<file path="src/rtl/alu_pkg.sv">
// alu_pkg: shared opcode, flag index and sequencer state definitions for alu8 and its sequencer
package alu_pkg;
  localparam logic [3:0] OP_ADD  = 4'h0;
  localparam logic [3:0] OP_ADC  = 4'h1;
  localparam logic [3:0] OP_SUB  = 4'h2;
  localparam logic [3:0] OP_SBC  = 4'h3;
  localparam logic [3:0] OP_CP   = 4'h4;
  localparam logic [3:0] OP_AND  = 4'h5;
  localparam logic [3:0] OP_OR   = 4'h6;
  localparam logic [3:0] OP_XOR  = 4'h7;
  localparam logic [3:0] OP_RL   = 4'h8;
  localparam logic [3:0] OP_RR   = 4'h9;
  localparam logic [3:0] OP_BSL  = 4'hA;
  localparam logic [3:0] OP_BSR  = 4'hB;
  localparam logic [3:0] OP_SWAP = 4'hC;
  localparam int FLAG_Z = 7;
  localparam int FLAG_N = 6;
  localparam int FLAG_H = 5;
  localparam int FLAG_C = 4;
  typedef enum logic [1:0] {IDLE, EXEC_LO, EXEC_HI, RESP} state_t;
  function automatic logic is_wide_legal(input logic [3:0] op);
    return op <= OP_SBC;
  endfunction
endpackage

</file>
<file path="src/rtl/alu_op_sequencer.sv">
// alu_op_sequencer: drives the shared alu8 for 8-bit and chained 16-bit commands and owns the F register
module alu_op_sequencer
  import alu_pkg::*;
#(
  parameter logic [7:0] FLAGS_RESET = 8'h00,
  parameter bit WIDE_ENABLE = 1'b1
) (
  input  logic        clk,
  input  logic        rst_n,
  input  logic        cmd_valid,
  output logic        cmd_ready,
  input  logic [3:0]  cmd_op,
  input  logic [15:0] cmd_a,
  input  logic [15:0] cmd_b,
  input  logic        cmd_wide,
  input  logic        cmd_flags_we,
  output logic        rsp_valid,
  input  logic        rsp_ready,
  output logic [15:0] rsp_res,
  output logic [7:0]  rsp_flags,
  output logic        rsp_err,
  output logic [7:0]  flags_q,
  input  logic        flags_load,
  input  logic [7:0]  flags_load_data,
  output logic [7:0]  alu_a,
  output logic [7:0]  alu_b,
  output logic [3:0]  alu_opcode,
  output logic        alu_carry_in,
  input  logic [7:0]  alu_res,
  input  logic [7:0]  alu_flags
);
  state_t state, state_d;
  logic [3:0] op_q;
  logic [15:0] a_q, b_q, hi_res;
  logic wide_q, we_q, c_lo, illegal, wb;
  logic [7:0] res_lo, lo_flags, hi_flags;
  assign illegal = op_q >= 4'hD || (wide_q && (!is_wide_legal(op_q) || !WIDE_ENABLE));
  assign hi_res = {alu_res, res_lo};
  assign lo_flags = alu_flags & 8'hF0;
  // Z of a wide op reflects the whole 16-bit result, not just the high pass
  assign hi_flags = {hi_res == 16'h0000, alu_flags[FLAG_N], alu_flags[FLAG_H], alu_flags[FLAG_C], 4'h0};
  assign wb = we_q && ((state == EXEC_LO && !wide_q && !illegal) || state == EXEC_HI);
  assign cmd_ready = state == IDLE;
  assign rsp_valid = state == RESP;
  always_ff @(posedge clk or negedge rst_n)
    if (!rst_n) state <= IDLE;
    else state <= state_d;
  always_comb begin
    state_d = state;
    alu_a = 8'h00;
    alu_b = 8'h00;
    alu_opcode = OP_ADD;
    alu_carry_in = 1'b0;
    case (state)
      IDLE: state_d = cmd_valid ? EXEC_LO : IDLE;
      EXEC_LO: begin
        alu_a = a_q[7:0];
        alu_b = b_q[7:0];
        alu_opcode = op_q;
        alu_carry_in = flags_q[FLAG_C];
        state_d = (wide_q && !illegal) ? EXEC_HI : RESP;
      end
      EXEC_HI: begin
        alu_a = a_q[15:8];
        alu_b = b_q[15:8];
        alu_opcode = (op_q == OP_ADD || op_q == OP_ADC) ? OP_ADC : OP_SBC;
        alu_carry_in = c_lo;
        state_d = RESP;
      end
      RESP: state_d = rsp_ready ? IDLE : RESP;
    endcase
  end
  always_ff @(posedge clk or negedge rst_n)
    if (!rst_n) begin
      op_q <= 4'h0;
      a_q <= 16'h0000;
      b_q <= 16'h0000;
      wide_q <= 1'b0;
      we_q <= 1'b0;
      res_lo <= 8'h00;
      c_lo <= 1'b0;
      rsp_res <= 16'h0000;
      rsp_flags <= 8'h00;
      rsp_err <= 1'b0;
      flags_q <= FLAGS_RESET;
    end else begin
      if (cmd_valid && cmd_ready) begin
        op_q <= cmd_op;
        a_q <= cmd_a;
        b_q <= cmd_b;
        wide_q <= cmd_wide;
        we_q <= cmd_flags_we;
      end
      if (state == EXEC_LO) begin
        res_lo <= alu_res;
        c_lo <= alu_flags[FLAG_C];
        if (illegal) begin
          rsp_res <= 16'h0000;
          rsp_flags <= flags_q;
          rsp_err <= 1'b1;
        end else if (!wide_q) begin
          rsp_res <= {8'h00, alu_res};
          rsp_flags <= lo_flags;
          rsp_err <= 1'b0;
        end
      end
      if (state == EXEC_HI) begin
        rsp_res <= hi_res;
        rsp_flags <= hi_flags;
        rsp_err <= 1'b0;
      end
      flags_q <= flags_load ? (flags_load_data & 8'hF0) : wb ? (state == EXEC_HI ? hi_flags : lo_flags) : flags_q;
    end
endmodule
</file>
<file path="config.mk">
export PLATFORM = sky130hd
export DESIGN_NAME = alu_op_sequencer
export DESIGN_NICKNAME = d
export VERILOG_FILES = /design/src/rtl/alu_pkg.sv /design/src/rtl/alu_op_sequencer.sv
export SDC_FILE = /design/constraint.sdc
export NUM_CORES = 1
export LEC_CHECK = 0
export BUFFER_PORTS_ARGS = -buffer_cell sky130_fd_sc_hd__buf_2
export CORE_ASPECT_RATIO = 1.25
export CORE_UTILIZATION = 53
export CTS_CLUSTER_DIAMETER = 80
export CTS_CLUSTER_SIZE = 28
export DETAILED_ROUTE_END_ITERATION = 10
export PLACE_DENSITY = 0.87
export SLEW_MARGIN = 20
export SYNTH_ARGS = -nofsm -noshare
export SYNTH_HDL_FRONTEND = slang
export SYNTH_SLANG_ARGS = --single-unit
export TNS_END_PERCENT = 10
</file>
<file path="constraint.sdc">
create_clock -name clk -period 4.45 [get_ports clk]
set_clock_uncertainty 0.15 [all_clocks]
set_input_delay 0.6675 -clock clk [delete_from_list [all_inputs] [get_ports clk]]
set_output_delay 0.6675 -clock clk [all_outputs]
set_load 0.02 [all_outputs]
</file>
==> summary.md, run 1 <==
| Metric | Value |
|---|---|
| DR WL/cell | `15.7 um` |
| Internal power component | `~2.0 mW` |
| Yosys warning count | `0` |
| Setup ws final | `between 900 and 1000 ps` |
| Fraction of power spent switching nets | `between 40% and 50%` |
| Minimum setup slack after placement | `1330 ps` |
| Comb power frac | `between 40% and 50%` |
| H-tree depth | `3` |
| Antenna violations before repair | `0` |
| Reg clk slew, reported paths | `roughly 70 ps` |
| Outcome | `finished clean` |
| Fill cell total of the finished layout | `around 480` |
| Remaining Overflow, GRT | `0` |
| Layout Utilization | `67.3%` |
| Via count of the first global-routing pass | `between 2000 and 3000` |
| Slew headroom | `~29%` |
| Post-CTS setup repair buffer count | `0` |
| Die Y-Extent | `slightly above 90 um` |
| Pin count of the biggest net entering global routing | `between 70 and 80` |
| Required time worst endpoint | `3630 ps` |
| Number of I/O pins | `123` |
| Final critical path time including I/O delays and setup | `roughly 3500 ps` |
| Total routing usage reported by global routing | `about a quarter` |
| EDFF count, synth | `0` |
| Layout cells sized above 1 | `between 40 and 50%` |
| Proportion of synthesized chip area in sequential cells | `~54%` |
| Final wirelength | `between 7 and 8 mm` |
| Resize count post-CTS | `0` |
| Worst-case clock buffer depth | `2` |
| Maximum ir drop on the vdd rail | `approximately 0.42 mV` |
| Sum of negative setup slack | `0 ps` |
| Static power due to leakage | `~2.1 nW` |
| Clock share of power | `16.4%` |
| Final Max Tran Viols | `0` |
| Number of antenna-violating nets in the routed design | `0` |
| Global-route met1 utilization | `26.9%` |
| Kind of launch point of the worst setup path | `register` |
| Start-to-end type of the worst setup path | `register to primary output` |
| Cells after Synth | `272` |
| Type of element capturing the critical path | `primary output` |
| Die Wd | `between 70 and 80 um` |
| Number of detailed-route iterations in the first pass | `4` |
| Final Wtd Congestion | `0.772` |
| Dominant register cell in the synthesized netlist | `sky130_fd_sc_hd__dfrtp_1` |
| P_sw | `1.40 mW` |
| Fmax | `between 200 and 300 MHz` |
| Number of distinct library cells after synthesis | `41` |
| Final worst path period share | `between 70% and 80%` |
| Clock Latency Late Sink | `approximately 340 ps` |
| Total number of nets in the final design | `445` |
| CTS Root Cell | `sky130_fd_sc_hd__clkbuf_8` |
| Number of clock sinks | `74` |
| Post-route standard cell area excluding fillers | `about 4200 sq um` |
| Most Crowded Layer GR | `met2` |
| First-iteration detailed-routing DRC count | `~120` |
| Fin. Hold Viols | `0` |
| Area of the mapped netlist | `3430 sq um` |
| Total of buffers placed on input and output ports | `around 110` |
| Worst slew pin tran | `around 1100 ps` |
| Via density per instance | `approximately 5.5` |
| Syn avg cell area | `between 10 and 15 sq um` |
| Final std cells w/o fill | `about 460` |
| Setup repair after global routing missed its margin | `false` |
| Total via count after detailed routing | `~2500` |
| Area Overhead vs Synth | `21.6%` |
| Arrival time at the worst endpoint | `approximately 2700 ps` |
| DRC violations left | `0` |
| Class of the tightest hold or removal check | `input port to async pin` |
| TritonCTS Buffers | `9` |
| Met2 Usage GRT | `38.9%` |
| Fraction of power consumed by sequential logic | `a little over a third` |
| Effective utilization at floorplan | `around 55%` |
| Met3 Resource Use GR | `under 10%` |
| Most common library cell in the layout ignoring fill and taps | `sky130_fd_sc_hd__buf_2` |
| Placement Rows | `32` |
| Core Region | `roughly 6200 sq um` |
| Hold-fix buffers, CTS | `0` |
| Post-Place Cells | `between 400 and 500` |
| Detailed placer's ending HPWL | `slightly above 5 mm` |
| Die Footprint | `a little under 7000 sq um` |
| Critical-path maximum fanout | `28` |
| Post-synthesis async set-or-reset flop share | `100%` |
| Power per cell area | `820 nW/um^2` |
| Inserted Diodes | `0` |
| Yosys reg bits | `74` |
| Number of setup violations in the final report | `0` |
| TritonCTS clock tree | `done` |
| Number of maximum-capacitance violations | `0` |
| Placed Instance Area | `3960 sq um` |
| First-pass GRT wire length | `about 12 mm` |
| Highest-count cells in the layout ignoring fill and taps | `sky130_fd_sc_hd__buf_2 (105), sky130_fd_sc_hd__dfrtp_1 (74), sky130_fd_sc_hd__mux2_2 (47)` |
cell usage after synthesis, drive strengths merged, types with 6 or more instances:
cell type	count	share of area (%)
mux2i	7	2.0
dfrtp	74	54
a22o	25	6.6
o21ai	15	3.0
buf	21	4.2
a32oi	8	2.0
nor2b	8	1.5
mux2	47	15
nand2	16	1.7
inv	6	0.66
a21oi	6	0.87
nor2	7	0.77
routing by layer:
layer | up-vias | share of wire [%]
li1 | 1180 | -
met1 | 1240 | 39
met2 | 104 | 52
met3 | 13 | 7.5
met4 | 0 | 1.7
met5 | - | 0
area by class of cell:
| type | instances | area, sq um | share of cell area (%) |
|---|---|---|---|
| inverter | 6 | 22.5 | 0.539 |
| clock buffer | 9 | 124 | 2.97 |
| tap | 85 | 106 | 2.55 |
| timing repair buffer | 108 | 548 | 13.1 |
| sequential | 74 | 1850 | 44.4 |
| multi-input combinational | 175 | 1430 | 34.2 |
| clock inverter | 7 | 93.8 | 2.25 |
flip-flops by register name (all words and copies together) (netlist names):
| name | cells |
|---|---|
| rsp_err | 1 |
| wide_q | 1 |
| we_q | 1 |
| rsp_flags | 4 |
| op_q | 4 |
| b_q | 16 |
| rsp_res | 16 |
| c_lo | 1 |
| a_q | 16 |
| flags_q | 4 |
| res_lo | 8 |
| state | 2 |
cells by family after synthesis:
kind of cell,count (synthesis),share of synthesized area (%)
DFF,74,53.9
AOI/OAI and AO/OA,65,15.2
muxes,54,17.5
and+or+nand+nor,44,6.63
buffers and inverters,30,5.21
adders and majority gates,4,1.46
other,1,0.109
per-stage QoR:
stage	hold WS [ps]	total power, mW
final	294	3.42
after global routing	357	3.66
after CTS	329	3.45
after detailed placement	316	2.88
after global placement	309	2.81
after floorplan	222	2.49
path summary, 6_finish.rpt:
path | from | depth (start not counted) | endpoint | slack, ps
worst max-delay path | state[0]$_DFF_PN0_ | 7 | alu_opcode[1] | 970
worst min-delay path | rst_n | 1 | rsp_res[11]$_DFFE_PN0P_ | 290
worst max register to register | state[0]$_DFF_PN0_ | 5 | rsp_res[13]$_DFFE_PN0P_ | 2120
worst min register to register | rsp_res[6]$_DFFE_PN0P_ | 2 | rsp_res[6]$_DFFE_PN0P_ | 330
max in group asynchronous | rst_n | 1 | state[0]$_DFF_PN0_ | 3250
min in group clk | rsp_res[6]$_DFFE_PN0P_ | 2 | rsp_res[6]$_DFFE_PN0P_ | 330
power groups by stage:
stage / logic [mW] / registers (mW) / clock network (mW)
after floorplan: 1.19 / 1.30 / 0
after global placement: 1.60 / 1.20 / 0
after detailed placement: 1.65 / 1.23 / 0
after CTS: 1.65 / 1.22 / 0.574
after global routing: 1.80 / 1.26 / 0.600
final: 1.64 / 1.22 / 0.562
critical path, cell delays in order (launching register included):
cell and delay [ps]:
sky130_fd_sc_hd__dfrtp_1 420, sky130_fd_sc_hd__inv_1 100, sky130_fd_sc_hd__ha_1 140, sky130_fd_sc_hd__buf_4 280
sky130_fd_sc_hd__and2_1 890, sky130_fd_sc_hd__o21ai_0 210, sky130_fd_sc_hd__nand2_1 110, sky130_fd_sc_hd__buf_2 170
Note: power is estimated with default switching activity, not from simulation.
==> inputs of run 2 (changes only) <==
- CORE_UTILIZATION: 53 -> 45
- PLACE_DENSITY: 0.87 -> 0.79
- clock period: 4.45 -> 3.05 ns (I/O delays scaled with it)
==> run 2 against run 1 <==
  * Clock power up 21%
  * Sequential share of layout area down 0.053 points
  * Cell count up 2.2%
  * Critical endpoint unchanged
  * Largest power group unchanged
==> summary.md, run 2 (same netlist as run 1, synthesis figures left out) <==
| Metric | Value |
|---|---|
| Outcome | `finished clean (unchanged)` |
| R2R setup slack | `970 ps (was 2120 ps)` |
| Post-CTS setup repair buffer count | `0 (unchanged)` |
| Fraction of power consumed by sequential logic | `36.3% (was 35.6%)` |
| Class of the tightest hold or removal check | `input port to async pin (unchanged)` |
| Start of the worst register-to-register path | `state[0]$_DFF_PN0_ (unchanged)` |
| Final Max Tran Viols | `0 (unchanged)` |
| Number of antenna-violating nets in the routed design | `0 (unchanged)` |
| Length in cells of the worst reg-to-reg path | `5 (unchanged)` |
| Highest-count cells in the layout ignoring fill and taps | `sky130_fd_sc_hd__buf_2 (105), sky130_fd_sc_hd__dfrtp_1 (74), sky130_fd_sc_hd__mux2_2 (47) (unchanged)` |
| Slowest cell on crit path | `sky130_fd_sc_hd__ha_1 (was sky130_fd_sc_hd__and2_1)` |
| Via density per instance | `5.40 (was 5.47)` |
| Total via count after detailed routing | `2558 (was 2537)` |
| Worst slew pin tran | `950 ps (was 1060 ps)` |
| Hold-fix buffers, CTS | `0 (unchanged)` |
| Maximum ir drop on the vdd rail | `0.559 mV (was 0.424 mV)` |
| Critical-path maximum fanout | `20 (was 28)` |
| Fill cell total of the finished layout | `643 (was 476)` |
| Comb power frac | `49.8% (was 48.0%)` |
| Pin count of the biggest net entering global routing | `75 (unchanged)` |
| CTS Root Cell | `sky130_fd_sc_hd__clkbuf_8 (unchanged)` |
| Number of setup violations in the final report | `0 (unchanged)` |
| Family with the most delay on the worst path | `simple AND/OR/NAND/NOR gates (unchanged)` |
| Number of I/O pins | `123 (unchanged)` |
| Number of maximum-capacitance violations | `0 (unchanged)` |
| Resize count post-CTS | `0 (unchanged)` |
| Die Y-Extent | `99.7 um (was 92.0 um)` |
| Endpoint of the lowest-slack register-to-register path | `rsp_res[1]$_DFFE_PN0P_ (was rsp_res[13]$_DFFE_PN0P_)` |
| Clock share of power | `13.9% (was 16.4%)` |
| First-pass GRT wire length | `12.2 mm (was 12.0 mm)` |
| Arrival time at the worst endpoint | `2260 ps (was 2660 ps)` |
| Most common library cell in the layout ignoring fill and taps | `sky130_fd_sc_hd__buf_2 (unchanged)` |
| Final wirelength | `7.38 mm (was 7.27 mm)` |
| Kind of launch point of the worst setup path | `register (unchanged)` |
| Effective utilization at floorplan | `46.4% (was 55.3%)` |
| TritonCTS clock tree | `done (unchanged)` |
| Internal power component | `2.88 mW (was 2.03 mW)` |
| Clock Latency Late Sink | `340 ps (about the same)` |
| Number of detailed-route iterations in the first pass | `4 (unchanged)` |
| Placement Rows | `35 (was 32)` |
| Power per cell area | `1170 nW/um^2 (was 820 nW/um^2)` |
| Total routing usage reported by global routing | `20.1% (was 23.4%)` |
| Count of buffer and inverter cells on the critical path | `3 (unchanged)` |
| Worst setup path startpoint | `state[1]$_DFF_PN0_ (was state[0]$_DFF_PN0_)` |
| Final Wtd Congestion | `0.779 (was 0.772)` |
| Antenna violations before repair | `0 (unchanged)` |
| H-tree depth | `3 (unchanged)` |
| Static power due to leakage | `2.07 nW (about the same)` |
| Via count of the first global-routing pass | `2690 (was 2631)` |
| Final critical path time including I/O delays and setup | `2870 ps` |
| Die Wd | `80.1 um (was 74.0 um)` |
| Cell chain of the critical path | `inv_1 -> ha_1 -> and2_1 -> buf_12 -> o21ai_0 -> nand2_1 -> buf_2 (was inv_1 -> ha_1 -> buf_4 -> and2_1 -> o21ai_0 -> nand2_1 -> buf_2)` |
| Remaining Overflow, GRT | `0 (unchanged)` |
| Core Region | `7400 sq um (was 6210 sq um)` |
| P_sw | `2.02 mW (was 1.40 mW)` |
| Slew headroom | `36.7% (was 29.0%)` |
| Worst-case clock buffer depth | `2 (unchanged)` |
| Required time worst endpoint | `2440 ps (was 3630 ps)` |
| Layout cells sized above 1 | `49.2% (was 49.3%)` |
| Die Footprint | `7980 sq um (was 6810 sq um)` |
| CP peak stage delay | `450 ps (was 890 ps)` |
| Start-to-end type of the worst setup path | `register to primary output (unchanged)` |
| Fraction of power spent switching nets | `41.2% (was 40.8%)` |
| Total of buffers placed on input and output ports | `106 (unchanged)` |
| Setup repair after global routing missed its margin | `false (unchanged)` |
| Detailed placer's ending HPWL | `5.12 mm (was 5.06 mm)` |
| Number of clock sinks | `74 (unchanged)` |
| End point of the critical path | `alu_opcode[1] (unchanged)` |
| Total number of nets in the final design | `449 (was 445)` |
| WP depth | `7 (unchanged)` |
| First-iteration detailed-routing DRC count | `87 (was 118)` |
| Final hold slack | `78.9 ps (was 294 ps)` |
| Fin. Hold Viols | `0 (unchanged)` |
| Final worst path period share | `about 94%` |
| DRC violations left | `0 (unchanged)` |
| Reg clk slew, reported paths | `70 ps (about the same)` |
| DR WL/cell | `15.6 um (was 15.7 um)` |
| Largest registers | `a_q x16, b_q x16, rsp_res x16 (unchanged)` |
| TritonCTS Buffers | `9 (unchanged)` |
| Type of element capturing the critical path | `primary output (unchanged)` |
| Inserted Diodes | `0 (unchanged)` |
| Fmax | `~350 MHz` |
| Sum of negative setup slack | `0 ps (unchanged)` |
| Area Overhead vs Synth | `21.8% (was 21.6%)` |
-- run 2: stage by stage --
stage	worst slack (ps)	power, mW	instances	area (sq um)	util [%]
after floorplan	845	3.64	279	3460	-
after global placement	585	4.16	459	4010	54.2
after detailed placement	553	4.25	459	4010	54.2
after CTS	166	4.95	474	4180	56.5
after global routing	33.2	5.26	474	4180	56.5
final	180	4.90	474	4180	56.5
-- run 2: worst min path at each step --
stage | depth (start not counted) | slack (ps) | end | start
after floorplan | 0 | 10 | a_q[0]$_DFFE_PN0P_ | rst_n
after global placement | 2 | 310 | rsp_res[4]$_DFFE_PN0P_ | rsp_res[4]$_DFFE_PN0P_
after detailed placement | 2 | 310 | rsp_res[5]$_DFFE_PN0P_ | rsp_res[5]$_DFFE_PN0P_
after CTS | 1 | 140 | rsp_res[12]$_DFFE_PN0P_ | rst_n
after global routing | 1 | 160 | rsp_res[12]$_DFFE_PN0P_ | rst_n
final | 1 | 80 | rsp_res[12]$_DFFE_PN0P_ | rst_n
-- run 2: final cells by class --
type | instances | area (sq um) | share of cell area [%]
Sequential cell | 74 | 1850 | 44.3
Clock inverter | 2 | 12.5 | 0.299
Multi-Input combinational cell | 175 | 1430 | 34.2
Timing Repair Buffer | 112 | 591 | 14.1
Tap cell | 92 | 115 | 2.75
Clock buffer | 13 | 159 | 3.80
Inverter | 6 | 22.5 | 0.539
-- run 2: routing by layer --
| layer | global-route usage (%) | vias to the layer above | routed length [um] |
|---|---|---|---|
| li1 | - | 1188 | - |
| met1 | 23.5 | 1247 | 3050 |
| met2 | 33.5 | 108 | 3600 |
| met3 | 6.61 | 15 | 550 |
| met4 | 8.93 | 0 | 168 |
| met5 | 0 | - | 0 |
-- run 2: power by group through the flow --
stage               clock network (mW)  logic (mW)  registers, mW
finish                           0.678        2.44           1.78
global route                     0.744        2.68           1.84
CTS                              0.699        2.47           1.78
detailed placement                   0        2.46           1.80
global placement                     0        2.40           1.76
floorplan                            0        1.74           1.90
==> inputs of run 3 (changes only) <==
- CELL_PAD_IN_SITES_DETAIL_PLACEMENT: default -> 0
- CELL_PAD_IN_SITES_GLOBAL_PLACEMENT: default -> 1
- CORE_UTILIZATION: 45 -> 35
==> run 3 against run 2 <==
  * Clock power up 50%
  * Count of clock-buffer cells in the layout down 1
  * Global-route usage down 4.4 points
  * Via count down 2.2%
  * Register-to-register slack better by 30 ps
  * Cell area up 3.8%
  * Sequential cell count unchanged
  * Worst setup slack better by 31 ps
  * Combinational power about the same
  * Critical path type unchanged
  * Critical endpoint unchanged
  * Largest cell class unchanged
==> summary.md, run 3 (same netlist as run 1, synthesis figures left out) <==
| Metric | Value |
|---|---|
| Outcome | `finished clean (unchanged)` |
| Critical-path maximum fanout | `20 (unchanged)` |
| Clock share of power | `19.5% (was 13.9%)` |
| Final Max Tran Viols | `0 (unchanged)` |
| TritonCTS clock tree | `done (unchanged)` |
| CTS Root Cell | `sky130_fd_sc_hd__clkbuf_16 (was sky130_fd_sc_hd__clkbuf_8)` |
| Fin. Hold Viols | `0 (unchanged)` |
| DRC violations left | `0 (unchanged)` |
| Kind of launch point of the worst setup path | `register (unchanged)` |
| Remaining Overflow, GRT | `0 (unchanged)` |
| End point of the critical path | `alu_opcode[1] (unchanged)` |
| Number of clock sinks | `74 (unchanged)` |
| Total routing usage reported by global routing | `15.7% (was 20.1%)` |
| Clock Latency Late Sink | `330 ps (was 340 ps)` |
| Internal power component | `3.19 mW (was 2.88 mW)` |
| TritonCTS Buffers | `9 (unchanged)` |
| Area Overhead vs Synth | `26.3% (was 21.8%)` |
| Number of maximum-capacitance violations | `0 (unchanged)` |
| Layout Utilization | `45.4% (was 56.5%)` |
| Detailed placer's ending HPWL | `5.28 mm (was 5.12 mm)` |
| Effective utilization at floorplan | `35.9% (was 46.4%)` |
| First-pass GRT wire length | `12.5 mm (was 12.2 mm)` |
| Start of the worst register-to-register path | `state[0]$_DFF_PN0_ (unchanged)` |
| Maximum ir drop on the vdd rail | `0.458 mV (was 0.559 mV)` |
| Via density per instance | `4.92 (was 5.40)` |
| Die Y-Extent | `113 um (was 99.7 um)` |
| Met3 routed WL | `549 um (was 550 um)` |
| Worst setup path startpoint | `state[1]$_DFF_PN0_ (unchanged)` |
| Total via count after detailed routing | `2501 (was 2558)` |
| Placement Rows | `40 (was 35)` |
| Die Wd | `90.6 um (was 80.1 um)` |
| Resize count post-CTS | `0 (unchanged)` |
| Class of the tightest hold or removal check | `input port to async pin (unchanged)` |
| Number of I/O pins | `123 (unchanged)` |
| Layout cells sized above 1 | `49.2% (unchanged)` |
| Fraction of power consumed by sequential logic | `33.9% (was 36.3%)` |
| First-iteration detailed-routing DRC count | `65 (was 87)` |
| Highest routed metal layer | `met4 (unchanged)` |
| Final wirelength | `7.57 mm (was 7.38 mm)` |
| P_sw | `2.03 mW (was 2.02 mW)` |
| Final Total Pwr | `5.23 mW (was 4.90 mW)` |
| Antenna violations before repair | `0 (unchanged)` |
| Type of element capturing the critical path | `primary output (unchanged)` |
| Number of detailed-route iterations in the first pass | `5 (was 4)` |
| Static power due to leakage | `2.13 nW (was 2.07 nW)` |
| Worst slew pin tran | `936 ps (was 950 ps)` |
| Worst-case clock buffer depth | `2 (unchanged)` |
| Number of antenna-violating nets in the routed design | `0 (unchanged)` |
| Most common library cell in the layout ignoring fill and taps | `sky130_fd_sc_hd__buf_2 (unchanged)` |
| Core Region | `9560 sq um (was 7400 sq um)` |
| Final critical path time including I/O delays and setup | `2840 ps (was 2870 ps)` |
| Final worst path period share | `93.1% (was 94.1%)` |
| Largest registers | `a_q x16, b_q x16, rsp_res x16 (unchanged)` |
| Power per cell area | `1200 nW/um^2 (was 1170 nW/um^2)` |
| Arrival time at the worst endpoint | `2230 ps (was 2260 ps)` |
| Total number of nets in the final design | `449 (unchanged)` |
| Via count of the first global-routing pass | `2613 (was 2690)` |
| Endpoint of the lowest-slack register-to-register path | `rsp_res[3]$_DFFE_PN0P_ (was rsp_res[1]$_DFFE_PN0P_)` |
| Reg clk slew, reported paths | `50 ps (was 70 ps)` |
| DR WL/cell | `14.9 um (was 15.6 um)` |
| Number of setup violations in the final report | `0 (unchanged)` |
| Final Wtd Congestion | `0.751 (was 0.779)` |
| Setup repair after global routing missed its margin | `false (unchanged)` |
| Met2 wire length | `3.67 mm (was 3.60 mm)` |
| R2R setup slack | `1000 ps (was 970 ps)` |
| Required time worst endpoint | `2440 ps (about the same)` |
| H-tree depth | `3 (unchanged)` |
| Comb power frac | `46.6% (was 49.8%)` |
| Total of buffers placed on input and output ports | `106 (unchanged)` |
| Die Footprint | `10200 sq um (was 7980 sq um)` |
| Pin count of the biggest net entering global routing | `75 (unchanged)` |
| Post-CTS setup repair buffer count | `0 (unchanged)` |
| Highest-count cells in the layout ignoring fill and taps | `sky130_fd_sc_hd__buf_2 (105), sky130_fd_sc_hd__dfrtp_1 (74), sky130_fd_sc_hd__mux2_2 (47) (unchanged)` |
| Wire length on met1 | `3.22 mm (was 3.05 mm)` |
| Inserted Diodes | `0 (unchanged)` |
| Fmax | `352 MHz (was 348 MHz)` |
| Start-to-end type of the worst setup path | `register to primary output (unchanged)` |
| Slew headroom | `37.6% (was 36.7%)` |
| Length in cells of the worst reg-to-reg path | `5 (unchanged)` |
| Fraction of power spent switching nets | `38.9% (was 41.2%)` |
| Hold-fix buffers, CTS | `0 (unchanged)` |
| Sum of negative setup slack | `0 ps (unchanged)` |
run 3: power by group through the flow:
stage / Clock (mW) / Combinational, mW / Sequential, mW
2_1_floorplan: 0 / 1.74 / 1.90
3_3_place_gp: 0 / 2.45 / 1.76
3_5_place_dp: 0 / 2.47 / 1.79
4_1_cts: 1.05 / 2.48 / 1.78
5_1_grt: 1.09 / 2.67 / 1.85
6_report: 1.02 / 2.43 / 1.77
run 3: cell type report:
class                           instances  area [sq um]
Inverter                                6          22.5
Clock buffer                           12           246
Clock inverter                          3          40.0
Timing Repair Buffer                  112           591
Fill cell                             934          5220
Sequential cell                        74          1850
Tap cell                              126           158
Multi-Input combinational cell        175          1430
run 3: stage by stage:
step                      cell area [sq um]  setup WS (ps)  hold slack [ps]  instances
after floorplan                        3460            845             11.9        279
after global placement                 4050            559              307        493
after detailed placement               4050            543              313        493
after CTS                              4340            170              153        508
after global routing                   4340           19.4              198        508
final                                  4340            210              121        508
run 3: critical path, cell delays in order (launching register included):
cell                      delay (ps)
sky130_fd_sc_hd__dfrtp_1         420
sky130_fd_sc_hd__inv_1            80
sky130_fd_sc_hd__ha_1            430
sky130_fd_sc_hd__and2_1          410
sky130_fd_sc_hd__buf_12          210
sky130_fd_sc_hd__o21ai_0         100
sky130_fd_sc_hd__nand2_1          70
sky130_fd_sc_hd__buf_2           160
run 3: worst min path at each step:
stage / from / slack (ps) / end / depth (start not counted)
after floorplan: rst_n / 10 / a_q[0]$_DFFE_PN0P_ / 0
after global placement: rsp_res[2]$_DFFE_PN0P_ / 310 / rsp_res[2]$_DFFE_PN0P_ / 2
after detailed placement: rsp_res[5]$_DFFE_PN0P_ / 310 / rsp_res[5]$_DFFE_PN0P_ / 2
after CTS: rst_n / 150 / rsp_res[12]$_DFFE_PN0P_ / 1
after global routing: cmd_b[5] / 200 / b_q[5]$_DFFE_PN0P_ / 2
final: rst_n / 120 / rsp_res[12]$_DFFE_PN0P_ / 1
run 3: per-layer routing:
metal / vias up / global-route usage, %
met5: - / 0
met4: 0 / 7.96
met3: 10 / 4.64
met2: 89 / 25.8
met1: 1215 / 18.7
li1: 1187 / -
